`config.mk`:
```
export PLATFORM = sky130hd
export DESIGN_NAME = mem_access_unit
export DESIGN_NICKNAME = d
export VERILOG_FILES = /design/src/rtl/mem_access_unit.sv
export SDC_FILE = /design/constraint.sdc
export NUM_CORES = 1
export LEC_CHECK = 0
export CAP_MARGIN = 5
export CORE_MARGIN = 4
export CORE_UTILIZATION = 45
export CTS_CLUSTER_SIZE = 8
export DETAILED_ROUTE_END_ITERATION = 8
export PLACE_DENSITY = 0.78
export SLEW_MARGIN = 40
export SYNTH_ARGS = -nofsm -noshare
export SYNTH_HDL_FRONTEND = slang
export SYNTH_SLANG_ARGS = --single-unit
```
`constraint.sdc`:
```
create_clock -name clk -period 6.4 [get_ports clk]
set_clock_uncertainty 0.1 [all_clocks]
set_input_delay 0.96 -clock clk [delete_from_list [all_inputs] [get_ports clk]]
set_output_delay 0.96 -clock clk [all_outputs]
set_load 0.02 [all_outputs]
```
`src/rtl/mem_access_unit.sv`:
```
// mem_access_unit: load/store initiator converting sub-word accesses into word reads/writes
// Defining MAU_TRACE_EN prints every memory write as "@pc: *addr <= data".
module mem_access_unit #(
  parameter logic [31:0] ADDR_LIMIT = 32'h00003000
) (
  input  logic        clk,
  input  logic        reset,
  input  logic        req_valid,
  output logic        req_ready,
  input  logic [2:0]  req_op,
  input  logic [31:0] req_addr,
  input  logic [31:0] req_wdata,
  input  logic [31:0] req_pc,
  output logic        resp_valid,
  output logic [31:0] resp_data,
  output logic        resp_err,
  output logic [31:0] dm_addr,
  output logic [31:0] dm_wd,
  output logic        dm_we,
  output logic [31:0] dm_pc,
  input  logic [31:0] dm_data
);
  typedef enum logic [1:0] {IDLE, READ, WRITE, RESP} state_t;
  localparam logic [2:0] LW = 3'd0, LH = 3'd1, LHU = 3'd2, LB = 3'd3, LBU = 3'd4, SW = 3'd5, SH = 3'd6;
  state_t state, state_nxt;
  logic [2:0]  op_q;
  logic [31:0] addr_q, wdata_q, pc_q, word_q, load_val, merged;
  logic [4:0]  bsh, hsh;
  logic [7:0]  byte_v;
  logic [15:0] half_v;
  logic        accept, err_in;
  assign req_ready  = state == IDLE;
  assign resp_valid = state == RESP;
  assign dm_we      = state == WRITE;
  assign dm_addr    = {addr_q[31:2], 2'b00};
  assign dm_pc      = pc_q;
  assign accept     = req_valid & req_ready;
  assign bsh        = {addr_q[1:0], 3'b000};
  assign hsh        = {addr_q[1], 4'b0000};
  always_comb begin
    err_in = ((req_op == LW || req_op == SW) && req_addr[1:0] != 2'b00)
          || ((req_op == LH || req_op == LHU || req_op == SH) && req_addr[0])
          || req_addr >= ADDR_LIMIT;
    byte_v = 8'(dm_data >> bsh);
    half_v = 16'(dm_data >> hsh);
    load_val = op_q == LH  ? {{16{half_v[15]}}, half_v}
             : op_q == LHU ? {16'b0, half_v}
             : op_q == LB  ? {{24{byte_v[7]}}, byte_v}
             : op_q == LBU ? {24'b0, byte_v}
             : dm_data;
    merged = op_q == SW ? wdata_q
           : op_q == SH ? (word_q & ~(32'h0000FFFF << hsh)) | ({16'b0, wdata_q[15:0]} << hsh)
           : (word_q & ~(32'h000000FF << bsh)) | ({24'b0, wdata_q[7:0]} << bsh);
    dm_wd = dm_we ? merged : 32'b0;
  end
  always_comb begin
    state_nxt = state;
    case (state)
      IDLE:    if (accept) state_nxt = err_in ? RESP : req_op == SW ? WRITE : READ;
      READ:    state_nxt = op_q <= LBU ? RESP : WRITE;
      WRITE:   state_nxt = RESP;
      default: state_nxt = IDLE;
    endcase
  end
  always_ff @(posedge clk or posedge reset) begin
    if (reset) begin
      state     <= IDLE;
      op_q      <= '0;
      addr_q    <= '0;
      wdata_q   <= '0;
      pc_q      <= '0;
      word_q    <= '0;
      resp_data <= '0;
      resp_err  <= 1'b0;
    end else begin
      state <= state_nxt;
      if (accept) begin
        op_q    <= req_op;
        addr_q  <= req_addr;
        wdata_q <= req_wdata;
        pc_q    <= req_pc;
      end
      if (state == READ) word_q <= dm_data;
      // response fields change only on entry into RESP, so they hold between responses
      if (state_nxt == RESP && state != RESP) begin
        resp_data <= state == READ ? load_val : 32'b0;
        resp_err  <= state == IDLE;
      end
    end
  end
`ifdef MAU_TRACE_EN
  always @(posedge clk)
    if (dm_we && !reset) $display("@%08h: *%08h <= %08h", dm_pc, dm_addr, dm_wd);
`endif
endmodule

```
After elaboration in Yosys (flattened, before gate mapping)
Index checks and enable logic that the tools add are counted.
Widths: inputs -> output; s select.
{"block": "op_classes", "n_mux": 13, "n_bitwise": 7, "eq_ne": 15, "n_shift": 6, "n_lt_le_gt_ge": 2, "n_reduce_logical": 11}
{"op": "$mux 32", "count": 8}
{"op": "$and 32x32->32", "count": 2}
{"op": "$not 32->32", "count": 2}
{"op": "$or 32x32->32", "count": 2}
{"op": "$ge 32x14->1 const B", "count": 1}
{"op": "$shl 16x5->32", "count": 1}
{"op": "$shl 16x5->32 const A", "count": 1}
{"op": "$shl 8x5->32", "count": 1}
{"op": "$shl 8x5->32 const A", "count": 1}
{"op": "$shr 32x5->16", "count": 1}
{"op": "$shr 32x5->8", "count": 1}
{"op": "$eq 3x3->1 const B", "count": 5}
{"op": "$eq 3x2->1 const B", "count": 3}
{"op": "$eq 2x2->1 const B", "count": 3}
{"op": "$eq 3x1->1 const B", "count": 2}
{"op": "$mux 2", "count": 3}
{"op": "$pmux 2 s3", "count": 1}
{"op": "$logic_or 1x1->1", "count": 5}
{"op": "$le 3x3->1 const B", "count": 1}
{"op": "$logic_and 1x1->1", "count": 3}
{"op": "$logic_not 3->1", "count": 1}
{"op": "$eq 2x1->1 const B", "count": 1}
{"op": "$logic_not 2->1", "count": 1}
{"op": "$ne 2x2->1 const B", "count": 1}
{"op": "3 further kinds", "count": 3}
{"block": "totals", "inputBits": 134, "word_cells": 62, "regBits": 166, "out_inout_bits": 132}

Longest topological paths before layout
Gate-level depths: netlist (run 1).
{"block": "depth", "depth_word": 11, "mapped_depth": 9, "ltp_nobuf": 8}

Least setup slack after synthesis (run 1)
No wires, ideal clock.
{"block": "synth_timing", "path_type": "register to output", "start": "register op_q[2]", "end": "output dm_wd[16]", "n_path_buf": 2, "arrival_time_ps": 1987, "required_time_ps": 5340, "path_slack_ps": 3353, "stages_incl_launch_ff": 8, "path_cell_list": "dfrtp_1 buf_2 nand3b_1 nand2_1 and2_1 buf_4 mux2i_1 a211oi_1"}
{"block": "synth_via", "elab_chain_len": 4, "word_cells_on_any_way": 5, "classes_between": "2 x eq/ne; 3 x mux"}
{"item": "start: declaration", "line_no": "26", "rtl": "logic [2:0] op_q;"}
{"item": "start signal: assignment", "line_no": "78", "rtl": "op_q <= req_op;"}
{"item": "$eq 3x3->1", "line_no": "52", "rtl": ": op_q == SH ? (word_q & ~(32'h0000FFFF << hsh)) | ({16'b0, wdata_q[15:0]} << hsh)"}
{"item": "$mux 32", "line_no": "52"}
{"item": "$mux 32 *", "line_no": "51", "rtl": "merged = op_q == SW ? wdata_q"}
{"item": "$mux 32 *", "line_no": "54", "rtl": "dm_wd = dm_we ? merged : 32'b0;"}
{"item": "end: declaration", "line_no": "18", "rtl": "output logic [31:0] dm_wd,"}
Every way passes the cells marked *; elsewhere a longest branch is shown, timed or not.

Final worst setup path (run 1)
{"block": "layout_timing", "start": "register op_q[2]", "end": "output dm_wd[21]"}
The elaborated chain is that of the path after synthesis.

==> results of run 1 <==
where the power goes:
group / total [mW] / internal, mW / switching (mW)
clock network: 1.03 / 0.608 / 0.422
logic: 3.31 / 1.66 / 1.65
registers: 1.93 / 1.56 / 0.371
total: 6.27 / 3.83 / 2.44
cell usage in the layout (no fill, tap or decap), types with 2 or more instances in the layout:
master	instances
a211oi_1	16
a21boi_0	8
a21oi_1	7
a22o_1	9
a22oi_1	15
and2_1	3
and3_1	2
buf_4	5
buf_8	2
bufinv_16	2
clkbuf_1	2
clkbuf_16	17
clkbuf_8	3
clkdlybuf4s50_1	263
clkinv_2	2
clkinvlp_4	3
conb_1	2
dfrtp_1	166
ha_1	4
inv_1	21
inv_6	3
mux2_1	15
mux2_2	142
mux2i_1	33
nand2_1	36
nand2b_1	3
nand3_1	2
nand4_1	2
nor2_1	53
nor2b_1	2
nor3_1	2
nor4_1	4
o211ai_1	2
o21a_1	2
o21ai_0	37
o22ai_1	8
flip-flops by register name (all words and copies together), names as in the netlist:
name,count
addr_q,32
dm_pc,32
op_q,3
resp_data,32
resp_err,1
state,2
wdata_q,32
word_q,32
through the flow:
step / util [%] / setup slack, ps / area, um^2 / cells
after floorplan: - / 850 / 8160 / 694
after global placement: 61.0 / 2080 / 10700 / 1115
after detailed placement: 61.2 / 2300 / 10700 / 1117
after CTS: 64.6 / 1820 / 11300 / 1149
after global routing: 64.6 / 1540 / 11300 / 1149
final: 64.6 / 1800 / 11300 / 1149
routing by layer:
layer	vias up	routed length, um
met5	-	0
met4	0	267
met3	22	2370
met2	269	11000
met1	2987	9140
li1	2856	-
critical path: stages, from the launching register on:
cell and delay [ps]:
dfrtp_1 720, nand3b_1 390, nand2_1 370, and2_1 530, mux2i_1 140, a211oi_1 300
clkdlybuf4s50_1 660
final cells by class:
| class | count | area, um^2 | share of cell area [%] |
|---|---|---|---|
| clock inverters | 10 | 119 | 1.05 |
| inverters | 23 | 91.3 | 0.806 |
| well taps | 225 | 282 | 2.49 |
| clock buffers | 22 | 474 | 4.19 |
| multi-input cells | 432 | 3500 | 30.9 |
| flip-flops and latches | 166 | 4150 | 36.7 |
| repair buffers | 271 | 2710 | 23.9 |
worst max-delay path by stage:
stage	depth (start not counted)	slack, ps	start	end
2_1_floorplan	1	850	reset	addr_q[0]
3_3_place_gp	7	2080	req_valid	resp_data[15]
3_5_place_dp	6	2300	op_q[2]	dm_wd[16]
4_1_cts	6	1820	op_q[2]	dm_wd[16]
5_1_grt	6	1540	op_q[2]	dm_wd[18]
6_report	6	1800	op_q[2]	dm_wd[21]
logic make-up (layout without fill, tap and decap cells):
family                     after synthesis  in the layout  share of synthesized area [%]
other                                    1              2                         0.0460
and+or+nand+nor                        118            118                           6.47
buffers and inverters                   96            326                           6.35
DFF                                    166            166                           50.9
xor gates and xnor gates                 2              2                          0.215
adders and majority gates                5              5                          0.736
AOI/OAI and AO/OA                      115            115                           9.51
muxes                                  190            190                           25.7
==> results.md, run 1 <==
* Hold WC Path Type: reg2reg
* CP required at 5340 ps
* Slew headroom at 53.8%
* TritonCTS clock tree: done
* Distinct cell type count after synthesis at 52
* Initial Util at 46.5%
* Final min period at 4600 ps
* Initial antenna violation count at 0
* # H-tree levels at 4
* Worst VDD drop at 0.324 mV
* Async SR Flop Fraction at 100%
* Endpoint, Worst Hold: resp_data[4]
* Worst-margin pin slew at 694 ps
* RSZ-0062 raised after global routing: false
* Port bufs at 263
* Total GRT Usage at 22.2%
* EDFF count, synth at 0
* Routed vias/inst at 5.34
* Vias in the first global route at 6,380
* Drt first pass iters at 4
* DRC viols at 0
* Total Neg Setup Slack at 0 ps
* Power Density at 554 nW/um^2
* DR WL/cell at 19.8 um
* Row count at 48
* Routed WL at 22.8 mm
* Worst R2R Path Depth at 9
* CP Max Fanout at 20
* Synth Register Bits at 166
* Ratio of cells with drive above 1 in the final layout at 20.8%
* Synth warnings at 0
* Final worst-path cycle share at 71.9%
* Post-CTS sizing at 0
* M3 GR Usage at 8.41%
* Layout overhead on the synthesized area at 38.9%
* Top-area cell type share of the netlist area at 50.9%
* Gr busiest metal: met2
* Crit Path Class: reg2out
* Hold slack at 390 ps
* Pins Over Slew Limit at 0
* Post-CTS setup buffers at 0
* Fillers at 1,398
* Worst-Skew Late Latency at 420 ps
* Status: completed
* Leak at 4.74 nW
* CTS Buffer Depth at 2
* Ranking of synthesized cells by area: dfrtp_1, mux2_2, mux2i_1, buf_4, nor2_1
* Largest net degree at the start of global routing at 77
* DR vias at 6,134
* Worst EP arrival at 3540 ps
* M1 GR Usage at 27.1%
* Power Total at 6.27 mW
* GP Congestion at 0.854
* Syn Area/Cell at 11.8 um^2
* Reg2Reg Launch Point: state[0]
* Die height at 143 um
* CTS Hold Buffers Added at 0
* Diode count at 0
* Post-DP HPWL at 16.9 mm
* Commonest cells post-synth: dfrtp_1, mux2_2, nor2_1
* Hold Path Origin: resp_data[4]
* Worst setup EP type: primary output
* Clk root buf: clkbuf_16
* Nets at 1,049
* Io pins at 266
* Ys flop type: dfrtp_1
* Most common cell in the netlist: dfrtp_1
* Final setup fails at 0
* Post-Syn Area at 8160 um^2
* Sequential area share after synthesis at 50.9%
* TritonCTS buffer count at 17
* Final Hold Viols at 0
* CTS Sinks at 166
* Leading area contributor after synthesis: dfrtp_1
* Max-cap violations at 0
* Syn Inst Count at 693
* Hold-critical path depth at 1
* Reg clk slew, reported paths at 60 ps
* Die width at 143 um
* R2R Setup Slk at 3160 ps
* GR Util met2 at 37.2%
* First-pass GRT wire length at 34.8 mm
* F_max at 217 MHz
* Total congestion overflow at 0
* Core box area at 17,500 um^2
* Routed Antenna Nets at 0
* Die area at 20,300 um^2
* R2R Path End: resp_data[6]
* Setup crit start kind: flip-flop
* 1st-iter DRT viols at 291
(Power assumes the default switching activity.)
==> run 2: changes to the inputs <==
--- a/config.mk
+++ b/config.mk
@@ -7,10 +7,10 @@
 export LEC_CHECK = 0
 export CAP_MARGIN = 5
 export CORE_MARGIN = 4
-export CORE_UTILIZATION = 45
+export CORE_UTILIZATION = 42
 export CTS_CLUSTER_SIZE = 8
 export DETAILED_ROUTE_END_ITERATION = 8
-export PLACE_DENSITY = 0.78
+export PLACE_DENSITY = 0.77
 export SLEW_MARGIN = 40
 export SYNTH_ARGS = -nofsm -noshare
 export SYNTH_HDL_FRONTEND = slang
==> constraint.sdc (replaced) <==
create_clock -name clk -period 3.95 [get_ports clk]
set_clock_uncertainty 0.1 [all_clocks]
set_input_delay 0.5925 -clock clk [delete_from_list [all_inputs] [get_ports clk]]
set_output_delay 0.5925 -clock clk [all_outputs]
set_load 0.02 [all_outputs]
==> results.md, run 2 (same netlist as run 1, synthesis figures left out) <==
* Routed Antenna Nets at 0
* Most frequent cells in the layout: clkdlybuf4s50_1, dfrtp_1, mux2_2
* Initial Util at 43.2%
* Reg2Reg Launch Point: state[0]
* Worst-Skew Late Latency at 420 ps
* CTS Buffer Depth at 2
* Met2 wire len at 11.2 mm
* Clk root buf: clkbuf_16
* Met3 Wirelength at 2.27 mm
* Hold WC Path Type: in2async
* Worst setup EP type: primary output
* Max-cap violations at 0
* CP required at 3260 ps
* R2R Setup Slk at 1210 ps
* Final Hold Viols at 0
* Io pins at 266
* Crit. Startpoint: op_q[0]
* Layout overhead on the synthesized area at 40.1%
* # H-tree levels at 4
* Post-DP HPWL at 17.5 mm
* DRC viols at 0
* TritonCTS clock tree: done
* Slowest CP cell: clkdlybuf4s50_1
* RSZ-0062 raised after global routing: false
* GP Congestion at 0.795
* Diode count at 0
* CP endpoint: dm_wd[16]
* Core box area at 18,900 um^2
* Die height at 147 um
* Slew headroom at 53.6%
* CP Cell Sequence: nand3b_1 -> nand2_1 -> and2_2 -> mux2i_1 -> a211oi_1 -> clkdlybuf4s50_1
* Total Neg Setup Slack at 0 ps
* Met1 wire length at 9.32 mm
* Port bufs at 263
* R2R Path End: resp_data[24]
* Setup crit start kind: flip-flop
* Worst VDD drop at 0.423 mV
* F_max at 268 MHz
* Nets at 1,056
* CP Max Fanout at 18
* Drt first pass iters at 6
* Dpl ws at 518 ps
* Final worst-path cycle share at 94.5%
* Top routing layer in use: met4
* Crit path buffers/inverters at 1
* Final min period at 3730 ps
* TritonCTS buffer count at 17
* First-pass GRT wire length at 36.2 mm
* Power Total at 10.1 mW
* DR WL/cell at 19.5 um
* Worst EP arrival at 3040 ps
* Ratio of cells with drive above 1 in the final layout at 21.6%
* Reg clk slew, reported paths at 70 ps
* Leading cell type in the layout, fill and taps excluded: clkdlybuf4s50_1
* Delay-heaviest family, CP: simple AND/OR/NAND/NOR gates
* Total congestion overflow at 0
* Initial antenna violation count at 0
* DR vias at 6,179
* Pins Over Slew Limit at 0
* CP max stage delay at 670 ps
* 1st-iter DRT viols at 292
* CTS Sinks at 166
* Die area at 21,700 um^2
* Die width at 147 um
* Total GRT Usage at 21.2%
* Vias in the first global route at 6,511
* Routed vias/inst at 5.19
* Leak at 4.77 nW
* Hold slack at 394 ps
* Crit Path Class: reg2out
* Worst-margin pin slew at 695 ps
* CP Depth at 6
* Power Density at 884 nW/um^2
* PnR worst setup slack at 216 ps
* Routed WL at 23.2 mm
* Largest net degree at the start of global routing at 58
* Row count at 50
* Worst R2R Path Depth at 10
* Final setup fails at 0
* Status: completed
run 2: cell types whose count changed in the layout (fill, tap and decap cells not counted), sizes merged:
cell | previous run | this run
buf | 8 | 15
clkbuf | 22 | 17
inv | 25 | 29
bufinv | 2 | 0
clkinv | 3 | 5
clkinvlp | 3 | 4
run 2: metal layers:
metal  vias up  GRT usage (%)
li1       2871              -
met5         -              0
met1      3013           25.9
met4         0           5.92
met2       269           35.3
met3        26           8.11
run 2: what timing repair did:
| item | CTS | global route |
|---|---|---|
| setup endpoints to repair | 0 | 11 |
| setup buffers | 0 | 0 |
| resized for setup | 0 | 2 |
| hold buffers | 0 | 0 |
| endpoints found under the hold margin | 0 | 0 |
run 2: layout make-up:
class / instances / area (um^2)
repair buffers: 278 / 2790
clock buffers: 17 / 425
clock inverters: 15 / 139
inverters: 23 / 90.1
well taps: 260 / 325
multi-input cells: 432 / 3500
fillers: 1594 / 7470
flip-flops and latches: 166 / 4150
run 2: power by group:
group | total (mW) | leakage (nW) | switching, mW | internal, mW
clock network | 1.58 | 0.269 | 0.753 | 0.831
logic | 5.40 | 2.48 | 2.70 | 2.70
registers | 3.12 | 2.01 | 0.586 | 2.53
total | 10.1 | 4.77 | 4.04 | 6.07
run 2: through the flow:
stage	util (%)	cells	area (um^2)
6_report	60.5	1191	11400
5_1_grt	60.5	1191	11400
4_1_cts	60.4	1190	11400
3_5_place_dp	57.4	1158	10800
3_3_place_gp	57.3	1157	10800
2_1_floorplan	-	694	8160
run 2: worst min path at each step:
stage | end | slack (ps) | depth (start not counted)
CTS | resp_data[27] | 400 | 2
detailed placement | resp_data[2] | 380 | 1
global route | resp_data[2] | 410 | 1
floorplan | word_q[30] | 380 | 1
finish | resp_data[30] | 390 | 2
global placement | resp_data[2] | 370 | 1
